`config.mk`:
```
export PLATFORM = sky130hd
export DESIGN_NAME = jtag_master_flat
export DESIGN_NICKNAME = d
export VERILOG_FILES = /design/src/rtl/jtag_master_if.sv /design/src/rtl/jtag_master.sv /design/src/flat_wrapper.sv
export SDC_FILE = /design/constraint.sdc
export NUM_CORES = 1
export LEC_CHECK = 0
export BUFFER_PORTS_ARGS = -buffer_cell sky130_fd_sc_hd__buf_2
export CORE_MARGIN = 5
export CORE_UTILIZATION = 28
export DETAILED_ROUTE_END_ITERATION = 6
export PLACE_DENSITY = 0.46
export SLEW_MARGIN = 20
export SYNTH_ARGS = -nofsm -noshare
export SYNTH_HDL_FRONTEND = slang
export SYNTH_SLANG_ARGS = --single-unit
```
`constraint.sdc`:
```
create_clock -name i_clk -period 3 [get_ports i_clk]
set_input_delay 0.15 -clock i_clk [delete_from_list [all_inputs] [get_ports i_clk]]
set_output_delay 0.15 -clock i_clk [all_outputs]
set_load 0.01 [all_outputs]
```
`src/rtl/jtag_master_if.sv`:
```
// Command bus and JTAG pins between the bit-banged JTAG initiator and its user.
// The master side issues TCK/TMS/TDI and returns captured TDO data.
interface jtag_master_if #(
  parameter int MAX_LEN = 288,
  parameter int LEN_W   = 9
);
  logic               start;
  logic [1:0]         op;
  logic [LEN_W-1:0]   len;
  logic [MAX_LEN-1:0] din;
  logic               busy;
  logic               done;
  logic [MAX_LEN-1:0] dout;
  logic               tck;
  logic               tms;
  logic               tdi;
  logic               tdo;

  modport master (
    input  start, op, len, din, tdo,
    output busy, done, dout, tck, tms, tdi
  );

  modport slave (
    output start, op, len, din, tdo,
    input  busy, done, dout, tck, tms, tdi
  );
endinterface

```
`src/rtl/jtag_master.sv`:
```
// Bit-banged JTAG initiator: runs one Test-Logic-Reset, IR scan or DR scan per
// command against an attached TAP and returns the captured TDO bits.
//
// state   | meaning
// --------+---------------------------------------------------------------
// S_IDLE  | waiting for start; tck parked low
// S_TLR   | six steps of tms=1,1,1,1,1,0 -> Run-Test/Idle
// S_HDR   | walk RTI to Shift-DR (1,0,0) or Shift-IR (1,1,0,0)
// S_SHIFT | len steps shifting din out / tdo in; tms=1 on the last step
// S_TRL   | Exit1 -> Update -> Run-Test/Idle (tms=1,0)
// S_FIN   | last busy cycle; done pulses on the following clk
module jtag_master #(
  parameter int MAX_LEN = 288,
  parameter int LEN_W   = 9,
  parameter int CLK_DIV = 4
) (
  input  logic          i_clk,
  input  logic          i_hard_rst,
  jtag_master_if.master io_bus
);

  localparam int               DIV_W    = (CLK_DIV > 1) ? $clog2(CLK_DIV) : 1;
  localparam logic [DIV_W-1:0] DIV_LAST = DIV_W'(CLK_DIV - 1);
  localparam logic [LEN_W-1:0] LEN_MAX  = LEN_W'(MAX_LEN);

  typedef enum logic [2:0] {
    S_IDLE,
    S_TLR,
    S_HDR,
    S_SHIFT,
    S_TRL,
    S_FIN
  } state_t;

  state_t             r_state;
  logic [DIV_W-1:0]   r_div;
  logic [LEN_W-1:0]   r_step;
  logic [LEN_W-1:0]   r_last;
  logic               r_ir;
  logic [MAX_LEN-1:0] r_din;
  logic [MAX_LEN-1:0] r_dout;
  logic               r_tck;
  logic               r_tms;
  logic               r_tdi;
  logic               r_busy;
  logic               r_done;

  logic [LEN_W-1:0]   w_len_sat;
  logic [LEN_W-1:0]   w_step_nx;
  logic               w_active;
  logic               w_half_end;
  logic               w_rise;
  logic               w_fall;
  logic               w_hdr_last;
  logic               w_no_scan;

  assign w_len_sat  = (io_bus.len > LEN_MAX) ? LEN_MAX : io_bus.len;
  assign w_step_nx  = r_step + 1'b1;
  assign w_active   = (r_state == S_TLR) || (r_state == S_HDR) ||
                      (r_state == S_SHIFT) || (r_state == S_TRL);
  assign w_half_end = (r_div == DIV_LAST);
  assign w_rise     = w_active & w_half_end & ~r_tck;
  assign w_fall     = w_active & w_half_end & r_tck;
  assign w_hdr_last = (r_step == (r_ir ? LEN_W'(3) : LEN_W'(2)));
  assign w_no_scan  = (io_bus.op == 2'd3) ||
                      (~io_bus.op[1] && (io_bus.len == '0));

  always_ff @(posedge i_clk) begin
    if (i_hard_rst) begin
      r_state <= S_IDLE;
      r_div   <= '0;
      r_step  <= '0;
      r_last  <= '0;
      r_ir    <= 1'b0;
      r_din   <= '0;
      r_dout  <= '0;
      r_tck   <= 1'b0;
      r_tms   <= 1'b1;
      r_tdi   <= 1'b0;
      r_busy  <= 1'b0;
      r_done  <= 1'b0;
    end else begin
      r_done <= 1'b0;

      // One step is a low half then a high half; the step ends where tck falls.
      if (w_active) begin
        r_div <= w_half_end ? '0 : r_div + 1'b1;
        if (w_half_end) r_tck <= ~r_tck;
        if (w_rise && (r_state == S_SHIFT)) r_dout[r_step] <= io_bus.tdo;
      end

      case (r_state)
        S_IDLE: begin
          if (io_bus.start) begin
            r_busy <= 1'b1;
            r_ir   <= (io_bus.op == 2'd1);
            r_last <= w_len_sat - 1'b1;
            r_din  <= io_bus.din;
            r_dout <= '0;
            r_step <= '0;
            r_div  <= '0;
            r_tck  <= 1'b0;
            r_tdi  <= 1'b0;
            if (w_no_scan) begin
              r_state <= S_FIN;
            end else begin
              r_state <= io_bus.op[1] ? S_TLR : S_HDR;
              r_tms   <= 1'b1;
            end
          end
        end

        S_TLR: begin
          if (w_fall) begin
            if (r_step == LEN_W'(5)) begin
              r_state <= S_FIN;
            end else begin
              r_step <= w_step_nx;
              r_tms  <= (w_step_nx != LEN_W'(5));
            end
          end
        end

        S_HDR: begin
          if (w_fall) begin
            if (w_hdr_last) begin
              r_state <= S_SHIFT;
              r_step  <= '0;
              r_tdi   <= r_din[0];
              r_tms   <= (r_last == '0);
            end else begin
              r_step <= w_step_nx;
              r_tms  <= r_ir & (r_step == '0);
            end
          end
        end

        S_SHIFT: begin
          if (w_fall) begin
            if (r_step == r_last) begin
              r_state <= S_TRL;
              r_step  <= '0;
              r_tms   <= 1'b1;
              r_tdi   <= 1'b0;
            end else begin
              // r_din[0] is always the bit of the current step.
              r_step <= w_step_nx;
              r_din  <= r_din >> 1;
              r_tdi  <= r_din[1];
              r_tms  <= (w_step_nx == r_last);
            end
          end
        end

        S_TRL: begin
          if (w_fall) begin
            if (r_step == LEN_W'(1)) begin
              r_state <= S_FIN;
            end else begin
              r_step <= w_step_nx;
              r_tms  <= 1'b0;
            end
          end
        end

        S_FIN: begin
          r_state <= S_IDLE;
          r_step  <= '0;
          r_busy  <= 1'b0;
          r_done  <= 1'b1;
        end

        default: r_state <= S_IDLE;
      endcase
    end
  end

  assign io_bus.busy = r_busy;
  assign io_bus.done = r_done;
  assign io_bus.dout = r_dout;
  assign io_bus.tck  = r_tck;
  assign io_bus.tms  = r_tms;
  assign io_bus.tdi  = r_tdi;

endmodule

```
`src/flat_wrapper.sv`:
```
// flat-port wrapper written by rule: the top's interface ports become plain ports
module jtag_master_flat 
#(
  parameter int MAX_LEN = 288,
  parameter int LEN_W   = 9,
  parameter int CLK_DIV = 4
)
  (i_clk, i_hard_rst, io_bus_start, io_bus_op, io_bus_len, io_bus_din, io_bus_tdo, io_bus_busy, io_bus_done, io_bus_dout, io_bus_tck, io_bus_tms, io_bus_tdi);
  jtag_master_if #(.MAX_LEN(MAX_LEN), .LEN_W(LEN_W)) io_bus_i ();
  input  logic i_clk;
  input  logic i_hard_rst;
  input wire logic [$bits(io_bus_i.start)-1:0] io_bus_start;
  input wire logic [$bits(io_bus_i.op)-1:0] io_bus_op;
  input wire logic [$bits(io_bus_i.len)-1:0] io_bus_len;
  input wire logic [$bits(io_bus_i.din)-1:0] io_bus_din;
  input wire logic [$bits(io_bus_i.tdo)-1:0] io_bus_tdo;
  output wire logic [$bits(io_bus_i.busy)-1:0] io_bus_busy;
  output wire logic [$bits(io_bus_i.done)-1:0] io_bus_done;
  output wire logic [$bits(io_bus_i.dout)-1:0] io_bus_dout;
  output wire logic [$bits(io_bus_i.tck)-1:0] io_bus_tck;
  output wire logic [$bits(io_bus_i.tms)-1:0] io_bus_tms;
  output wire logic [$bits(io_bus_i.tdi)-1:0] io_bus_tdi;
  assign io_bus_i.start = io_bus_start;
  assign io_bus_i.op = io_bus_op;
  assign io_bus_i.len = io_bus_len;
  assign io_bus_i.din = io_bus_din;
  assign io_bus_i.tdo = io_bus_tdo;
  assign io_bus_busy = io_bus_i.busy;
  assign io_bus_done = io_bus_i.done;
  assign io_bus_dout = io_bus_i.dout;
  assign io_bus_tck = io_bus_i.tck;
  assign io_bus_tms = io_bus_i.tms;
  assign io_bus_tdi = io_bus_i.tdi;
  jtag_master #(.MAX_LEN(MAX_LEN), .LEN_W(LEN_W), .CLK_DIV(CLK_DIV)) u_core (.i_clk(i_clk), .i_hard_rst(i_hard_rst), .io_bus(io_bus_i));
endmodule
```
# After elaboration in Yosys (flattened, before gate mapping)
# Cells that the tools add are included.
[op_classes] add_sub_neg=3 n_lt_le_gt_ge=3 eq_ne=27 muxes=63 bitwise=6 n_reduce_logical=23
[op_table] operator="two-way mux 288 bit" count=7
[op_table] operator="one-hot mux 288 bit (2 select lines)" count=1
[op_table] operator="bitwise mux 288 bit" count=1
[op_table] operator="two-way mux 9 bit" count=10
[op_table] operator="one-hot mux 9 bit (6 select lines)" count=1
[op_table] operator="two-way mux 3 bit" count=10
[op_table] operator="equality test 9 bit" count=3
[op_table] operator="zero test 9 bit" count=3
[op_table] operator="two-way mux 1 bit" count=23
[op_table] operator="AND reduction 9 bit" count=2
[op_table] operator="!= test 2 bit, second input constant" count=8
[op_table] operator="one-hot mux 3 bit (5 select lines)" count=1
[op_table] operator="< comparator 9 x 10 -> 1 bit, second input constant" count=1
[op_table] operator="two-way mux 2 bit" count=5
[op_table] operator="!= test 2 x 1 -> 1 bit, second input constant" count=5
[op_table] operator="adder 9 x 1 -> 9 bit, second input constant" count=1
[op_table] operator="demux 1 bit (select 9 bit)" count=1
[op_table] operator="equality test 9 x 1 -> 1 bit, second input constant" count=1
[op_table] operator="equality test 9 x 3 -> 1 bit, second input constant" count=1
[op_table] operator=">= comparator 9 x 1 -> 1 bit, second input constant" count=1
[op_table] operator="> comparator 9 bit, second input constant" count=1
[op_table] operator="!= test 9 x 3 -> 1 bit, second input constant" count=1
[op_table] operator="subtractor 9 x 1 -> 9 bit, second input constant" count=1
[op_table] operator="AND reduction 8 bit" count=1
[op_table] operator="other kinds (21)" count=35
[totals] ff_bits=605 inputBits=303 output_inout_bits=293 elab_cells=137

# Depth between registers and ports, before layout
# Gate-level depths: netlist of the first run.
[depth] depth_word=11 depth_mapped=10 depth_no_buf=9

# Least setup slack after synthesis of the first run
# Ideal clock, no wire load.
[synth_timing] path_kind="register to register" start="register u_core.r_step[1]" end="register u_core.r_state[2]" setup_ns=0.074 t_arrival_ns=2.106 required_ns=2.926 path_slack_ns=0.820 path_stages_with_launch=11 n_path_buf=2 period_less_slack_ns=2.180 path_cell_list="dfxtp_1 -> clkbuf_1 -> inv_1 -> ha_1 -> and3b_1 -> clkbuf_1 -> o22ai_1 -> or4_1 -> o21ai_1 -> nand3_1 -> a31oi_1"
[synth_via] elab_chain_cells=3
[synth_lines] item="start: declaration" line="jtag_master.sv:37" rtl="logic [LEN_W-1:0] r_step;"
[synth_lines] item="start signal: assignment" line="jtag_master.sv:118" rtl="r_step <= w_step_nx;"
[synth_lines] item="start signal: assignment" line="jtag_master.sv:132" rtl="r_step <= w_step_nx;"
[synth_lines] item="start signal: assignment" line="jtag_master.sv:147" rtl="r_step <= w_step_nx;"
[synth_lines] item="equality test 9 x 3 -> 1 bit, or another cell as far along" line="jtag_master.sv:115" rtl="if (r_step == LEN_W'(5)) begin"
[synth_lines] item="!= test 2 bit (no source line) / != test 2 x 1 -> 1 bit (equally long branches)"
[synth_lines] item="AND reduction 9 bit (no source line) (*)"
[synth_lines] item="end signal: assignment" line="jtag_master.sv:107" rtl="r_state <= io_bus.op[1] ? S_TLR : S_HDR;"
[synth_lines] item="end: declaration" line="jtag_master.sv:35" rtl="state_t r_state;"
# Every way passes the cells marked *; elsewhere a longest branch is shown, timed or not.
# A chain may end at the register's enable or synchronous reset.

# Worst setup path after layout of the first run
[layout_timing] start="register u_core.r_state[0]" end="register u_core.r_dout[131], in the netlist u_core.io_bus.dout[131]"
[layout_via] elab_chain_cells=11
[layout_lines] item="equality test 3 x 1 -> 1 bit / equality test 3 x 2 -> 1 bit (equally long branches)" line="jtag_master.sv:59" rtl="assign w_active = (r_state == S_TLR) || (r_state == S_HDR) ||"
[layout_lines] item="logical OR 1 bit (2 in series)" line="jtag_master.sv:59"
[layout_lines] item="logical OR 1 bit" line="jtag_master.sv:60" rtl="(r_state == S_SHIFT) || (r_state == S_TRL);"
[layout_lines] item="AND 1 bit (2 in series)" line="jtag_master.sv:62" rtl="assign w_rise = w_active & w_half_end & ~r_tck;"
[layout_lines] item="logical AND 1 bit" line="jtag_master.sv:89" rtl="if (w_rise && (r_state == S_SHIFT)) r_dout[r_step] <= io_bus.tdo;"
[layout_lines] item="two-way mux 288 bit" line="jtag_master.sv:89"
[layout_lines] item="two-way mux 288 bit" line="jtag_master.sv:86" rtl="if (w_active) begin"
[layout_lines] item="two-way mux 288 bit" line="jtag_master.sv:94" rtl="if (io_bus.start) begin"
[layout_lines] item="two-way mux 288 bit (*)" line="jtag_master.sv:92" rtl="case (r_state)"
[layout_lines] item="end signal: indexed assignment" line="jtag_master.sv:89"
[layout_lines] item="end: declaration" line="jtag_master.sv:41" rtl="logic [MAX_LEN-1:0] r_dout;"
# Marks and branches as above.

==> reports/results.tsv, run 1 <==
metric	value	unit
synth_largest_area_cell	dfxtp_1	
leakage	0.0160	uW
ys_ff_latch	605	
numCtsBuffers	77	
yosys.area.top_type_share	44.4	%
worst_skew_pair.late_latency	0.65	ns
p_total	24700	uW
antenna_left	0	
vdd_drop_max	0.000373	V
wl_per_cell	21.4	um
final_cell_mix	dfxtp_1 (605), buf_2 (593), nor2_1 (342)	
clock_tree.root_cell	clkbuf_16	
endpoint_kind	flip-flop	
tritoncts	yes	
cp_data_required_time	3.51	ns
worst_pin_slew	1.13	ns
io_buffers	595	
io_pins	596	
drt-initial-drc-count	2205	
preCtsSetupSlack	0.342	ns
r2r-start	u_core.r_state[0]	
htreeDepth	3	
core	96700	um2
hold_class	input port to flip-flop	
synth_enable_flop_cells	0	
power_density	662	nW/um2
ys_types	63	
tns	0	ns
antenna_found_initial	20	
yosysWarnings	0	
status	complete, no violations	
finalHoldViolCount	0	
hpwl	72.5	mm
nets	4088	
finalCriticalPeriod	2.66	ns
layout_commonest_cell	dfxtp_1	
vias	25657	
maxCapViolations	0	
syn_area	27200	um2
gp_congestion	0.781	
fin_area	37300	um2
slew_headroom	24.7	%
drive_gt1_share	28.5	%
grt-ovfl-total	0	
clock_sinks	605	
grt_start_max_net_pins	138	
arrival	3.17	ns
avgViaCountPerCell	5.01	
fin_worst_skew	0.0319	ns
hold_ws	0.0963	ns
path_class	flip-flop to flip-flop	
place_area	31700	um2
cts.reportedPaths.clkPinSlew	0.06	ns
postLayoutSetupSlackWorst	0.337	ns
avgSynthCellArea	9.11	um2
rows	114	
fin_crit_sh	88.8	%
route.detailed.drc	0	
hp-start	io_bus_tdo	
wl	110	mm
grt_pass1_vias	25207	
die_area	104000	um2
clockBufferDepth	3	
setup_viol	0	
cp-startpoint	u_core.r_state[0]	
synthFlopType	dfxtp_1	
cp-start-kind	flip-flop	
area.growth.synth_to_final	37.0	%
synthArstFlopShare	0	%
max_clock_freq	376	MHz
dieHeight	322	um
firstDrtPassIters	6	
cts-resized-gates	0	
synth_fp_nets	3299	
start_util	28.2	%
crit_fanout	16	
die_x	322	um
yosysSeqAreaShare	44.4	%
grt_setup_unrepaired	false	
grt_first_pass_wirelength	163	mm
synth_cells	2990	
synth_area_leaders	dfxtp_1 (44%), a211oi_2 (11%), mux2i_1 (11%)	
drv_slew	0	
track_usage	20.2	%
==> cell usage after synthesis (7+ instances only) <==
| library cell | number |
|---|---|
| a211oi_1 | 46 |
| a211oi_2 | 250 |
| a21oi_1 | 305 |
| a31oi_1 | 8 |
| and2_1 | 16 |
| buf_1 | 12 |
| buf_2 | 75 |
| buf_4 | 18 |
| clkbuf_1 | 197 |
| dfxtp_1 | 605 |
| inv_1 | 9 |
| mux2i_1 | 290 |
| nand2_1 | 59 |
| nand3_1 | 311 |
| nand4_1 | 8 |
| nor2_1 | 342 |
| nor3_1 | 19 |
| nor3b_1 | 7 |
| o21ai_0 | 295 |
| xnor2_1 | 8 |
| xor2_1 | 12 |
==> state kept, by name (all words and copies together) (netlist names) <==
| signal | cells |
|---|---|
| u_core.io_bus.busy | 1 |
| u_core.r_state | 3 |
| u_core.io_bus.tdi | 1 |
| u_core.io_bus.tck | 1 |
| u_core.io_bus.done | 1 |
| u_core.r_div | 2 |
| u_core.r_last | 9 |
| u_core.io_bus.dout | 288 |
| u_core.r_din | 288 |
| u_core.r_step | 9 |
| u_core.io_bus.tms | 1 |
| u_core.r_ir | 1 |
==> final cells by class <==
class / count / area [um2]
Fill cell: 9820 / 59400
Multi-Input combinational cell: 2069 / 13800
Clock buffer: 115 / 2280
Antenna cell: 11 / 27.5
Inverter: 10 / 37.5
Sequential cell: 605 / 12100
Timing Repair Buffer: 1016 / 7250
Tap cell: 1276 / 1600
Clock inverter: 21 / 255
==> critical path, cell delays in order (launching register included) <==
cell and delay [ns]:
dfxtp_1 0.48, nand3b_4 0.18, or3b_4 0.49, nor3_2 0.35
nand2_1 0.57, o21ai_0 0.38, a21oi_1 0.10
==> logic make-up (layout without fill, tap and decap cells) <==
| family | count (synthesis) | count (layout) | synth area share [%] |
|---|---|---|---|
| other cells | 0 | 11 | 0 |
| fa+ha+maj | 6 | 6 | 0.275 |
| mux | 290 | 290 | 10.7 |
| flops | 605 | 605 | 44.4 |
| simple gates | 809 | 809 | 13.8 |
| buf+inv | 316 | 1162 | 5.06 |
| xor+xnor | 20 | 20 | 0.643 |
| compound gates | 944 | 944 | 25.1 |
==> final timing paths <==
path,end,slack (ns),depth (start not counted)
setup reg to reg,u_core.io_bus.dout[131],0.34,6
hold reg to reg,u_core.r_div[1],0.47,2
hold / removal,u_core.io_bus.dout[34],0.1,3
setup / recovery,u_core.io_bus.dout[131],0.34,6
==> layer usage <==
metal / global-route usage (%) / vias up / wire length [um]
li1: - / 12393 / -
met1: 25.8 / 12276 / 46100
met2: 33.9 / 818 / 52800
met3: 4.16 / 166 / 7260
met4: 7.07 / 4 / 3650
met5: 0 / - / 27
==> through the flow <==
| step | std cells | util [%] |
|---|---|---|
| final | 5123 | 38.6 |
| after global routing | 5121 | 38.6 |
| after CTS | 5112 | 38.6 |
| after detailed placement | 4670 | 32.8 |
| after global placement | 4670 | 32.8 |
| after floorplan | 2990 | - |
==> where the power goes <==
group          switching (uW)  total, uW  internal [uW]
clock network            3750       9360           5610
logic                    3370       5760           2380
registers                 541       9590           9040
==> timing repair <==
action / 4_1_cts / 5_1_grt
hold buffers: 306 / 0
setup buffers: 0 / 0
endpoints found under the setup margin: 0 / 0
endpoints found under the hold margin: 302 / 0
(Power assumes the default switching activity.)
==> run 2, diff against run 1 <==
- CORE_UTILIZATION: 28 -> 39
- PLACE_DENSITY: 0.46 -> 0.6
==> run 2 against run 1 <==
  * Fmax shrank 5.7%
  * First-iteration DRC count up 14%
  * Sequential share of layout area increased by 0.81 points
  * Sequential cell count unchanged
  * Highest routed layer unchanged
  * Register-to-register slack got worse by 0.16 ns
  * Largest cell class unchanged
  * Worst setup slack got worse by 0.16 ns
  * Global-route usage increased by 4.5 points
  * Combinational power decreased by 3.5%
==> reports/results.tsv, run 2 (same netlist as run 1, synthesis figures left out) <==
metric	value	unit
io_buffers	595	
fin_crit_sh	94.2	%
clock_tree.root_cell	clkbuf_16	
cp-start-kind	flip-flop	
critPathTopFamily	simple AND/OR/NAND/NOR gates	
core	69700	um2
drv_slew	0	
path_cells	nand3b_4 -> or3b_4 -> nor3b_2 -> nand2_1 -> o21ai_0 -> a21oi_1	
track_usage	24.6	%
power_frac_comb	23.3	%
grt_setup_unrepaired	true	
firstDrtPassIters	5	
final_util	52.3	%
avgViaCountPerCell	5.46	
grt_first_pass_wirelength	148	mm
hp-start	io_bus_op[1]	
status	complete, no violations	
nets	4062	
rows	97	
maxCapViolations	0	
finalCriticalPeriod	2.82	ns
clock_sinks	605	
layout_commonest_cell	dfxtp_1	
rr_worst_depth	6	
leakage	0.0158	uW
tritoncts	yes	
dpl.cell_count	4318	
postCtsSetupBuffers	0	
vdd_drop_max	0.000454	V
htreeDepth	3	
cp-startpoint	u_core.r_state[1]	
path_class	flip-flop to flip-flop	
final_cell_mix	dfxtp_1 (605), buf_2 (593), nor2_1 (342)	
wl_per_cell	20.7	um
route.detailed.drc	0	
tns	0	ns
grt-ovfl-total	0	
crit_fanout	16	
worst_pin_slew	1.22	ns
clockBufferDepth	3	
seq_power_share	40.3	%
r2r-start	u_core.r_state[1]	
gp_congestion	0.872	
hold_class	input port to flip-flop	
drt-initial-drc-count	2512	
endpoint_kind	flip-flop	
p_total	23900	uW
die_x	274	um
power_density	655	nW/um2
fin_worst_skew	0.0216	ns
p_sw_share	30.7	%
drive_gt1_share	28.2	%
nFillCells	6373	
numCtsBuffers	69	
p_int	16500	uW
die_area	75300	um2
hpwl	62.9	mm
dieHeight	274	um
wl	98.5	mm
max_clock_freq	354	MHz
io_pins	596	
slowest_delay	0.54	ns
finalHoldViolCount	0	
hold_depth	4	
grt_pass1_vias	24984	
cts.reportedPaths.clkPinSlew	0.06	ns
p_switching	7330	uW
antenna_left	0	
setup_viol	0	
cp_data_required_time	3.48	ns
slew_headroom	18.9	%
worst_skew_pair.late_latency	0.60	ns
path_buf_inv	0	
start_util	39.1	%
worst_path_max_delay_cell	nand2_1	
arrival	3.30	ns
pwr-share-clk	36.4	%
grt_start_max_net_pins	124	
cp.depth	6	
area.growth.synth_to_final	33.7	%
vias	25977	
antenna_found_initial	18	
instances_no_fill	4762	
==> run 2: final timing paths <==
kind,to,slack [ns]
setup reg to reg,u_core.io_bus.dout[47],0.18
hold / removal,u_core.r_state[1],0.07
hold reg to reg,u_core.r_div[1],0.46
setup / recovery,u_core.io_bus.dout[47],0.18
==> run 2: cell type report <==
cell class	count	area, um2	area share (%)
antenna	18	45.0	0.124
timing repair buffer	998	6950	19.1
inverter	10	37.5	0.103
clock buffer	104	2080	5.71
multi-input combinational	2069	13800	37.8
clock inverter	18	251	0.690
sequential	605	12100	33.2
tap	940	1180	3.23
==> run 2: timing repair <==
action | in CTS | in global routing
setup endpoints to repair | 0 | 17
endpoints found under the hold margin | 299 | 0
hold buffers | 304 | 0
gates resized for setup | 0 | 3
==> run 2: worst reg2reg max path, delay by kind of cell, from the launching register on <==
kind	cells	cell delay, ns
flops	1	0.48
compound gates	2	0.47
simple gates	4	1.76
==> run 2: stage by stage <==
stage                     worst slack, ns  area, um2  hold WS (ns)
final                               0.175      36400        0.0712
after detailed placement            0.234      31000         0.416
after CTS                           0.224      36400        0.0199
after global routing              -0.0113      36400        0.0760
after global placement              0.284      31000         0.419
after floorplan                     0.820      27200         0.259
==> run 2: power groups by stage <==
stage	registers (uW)	clock network (uW)	logic [uW]
floorplan	9590	0	4220
global placement	9740	0	5080
detailed placement	9760	0	5140
CTS	9590	8880	5500
global route	9720	9190	6080
finish	9620	8700	5560
==> run 2: layer usage <==
metal  global-route usage [%]  vias to the layer above  wire [um]
met5                        0                        -         12
met4                     13.3                        2       5820
met3                     4.50                      306       6550
met2                     39.6                     1037      46200
met1                     31.3                    12267      39900
li1                         -                    12365          -
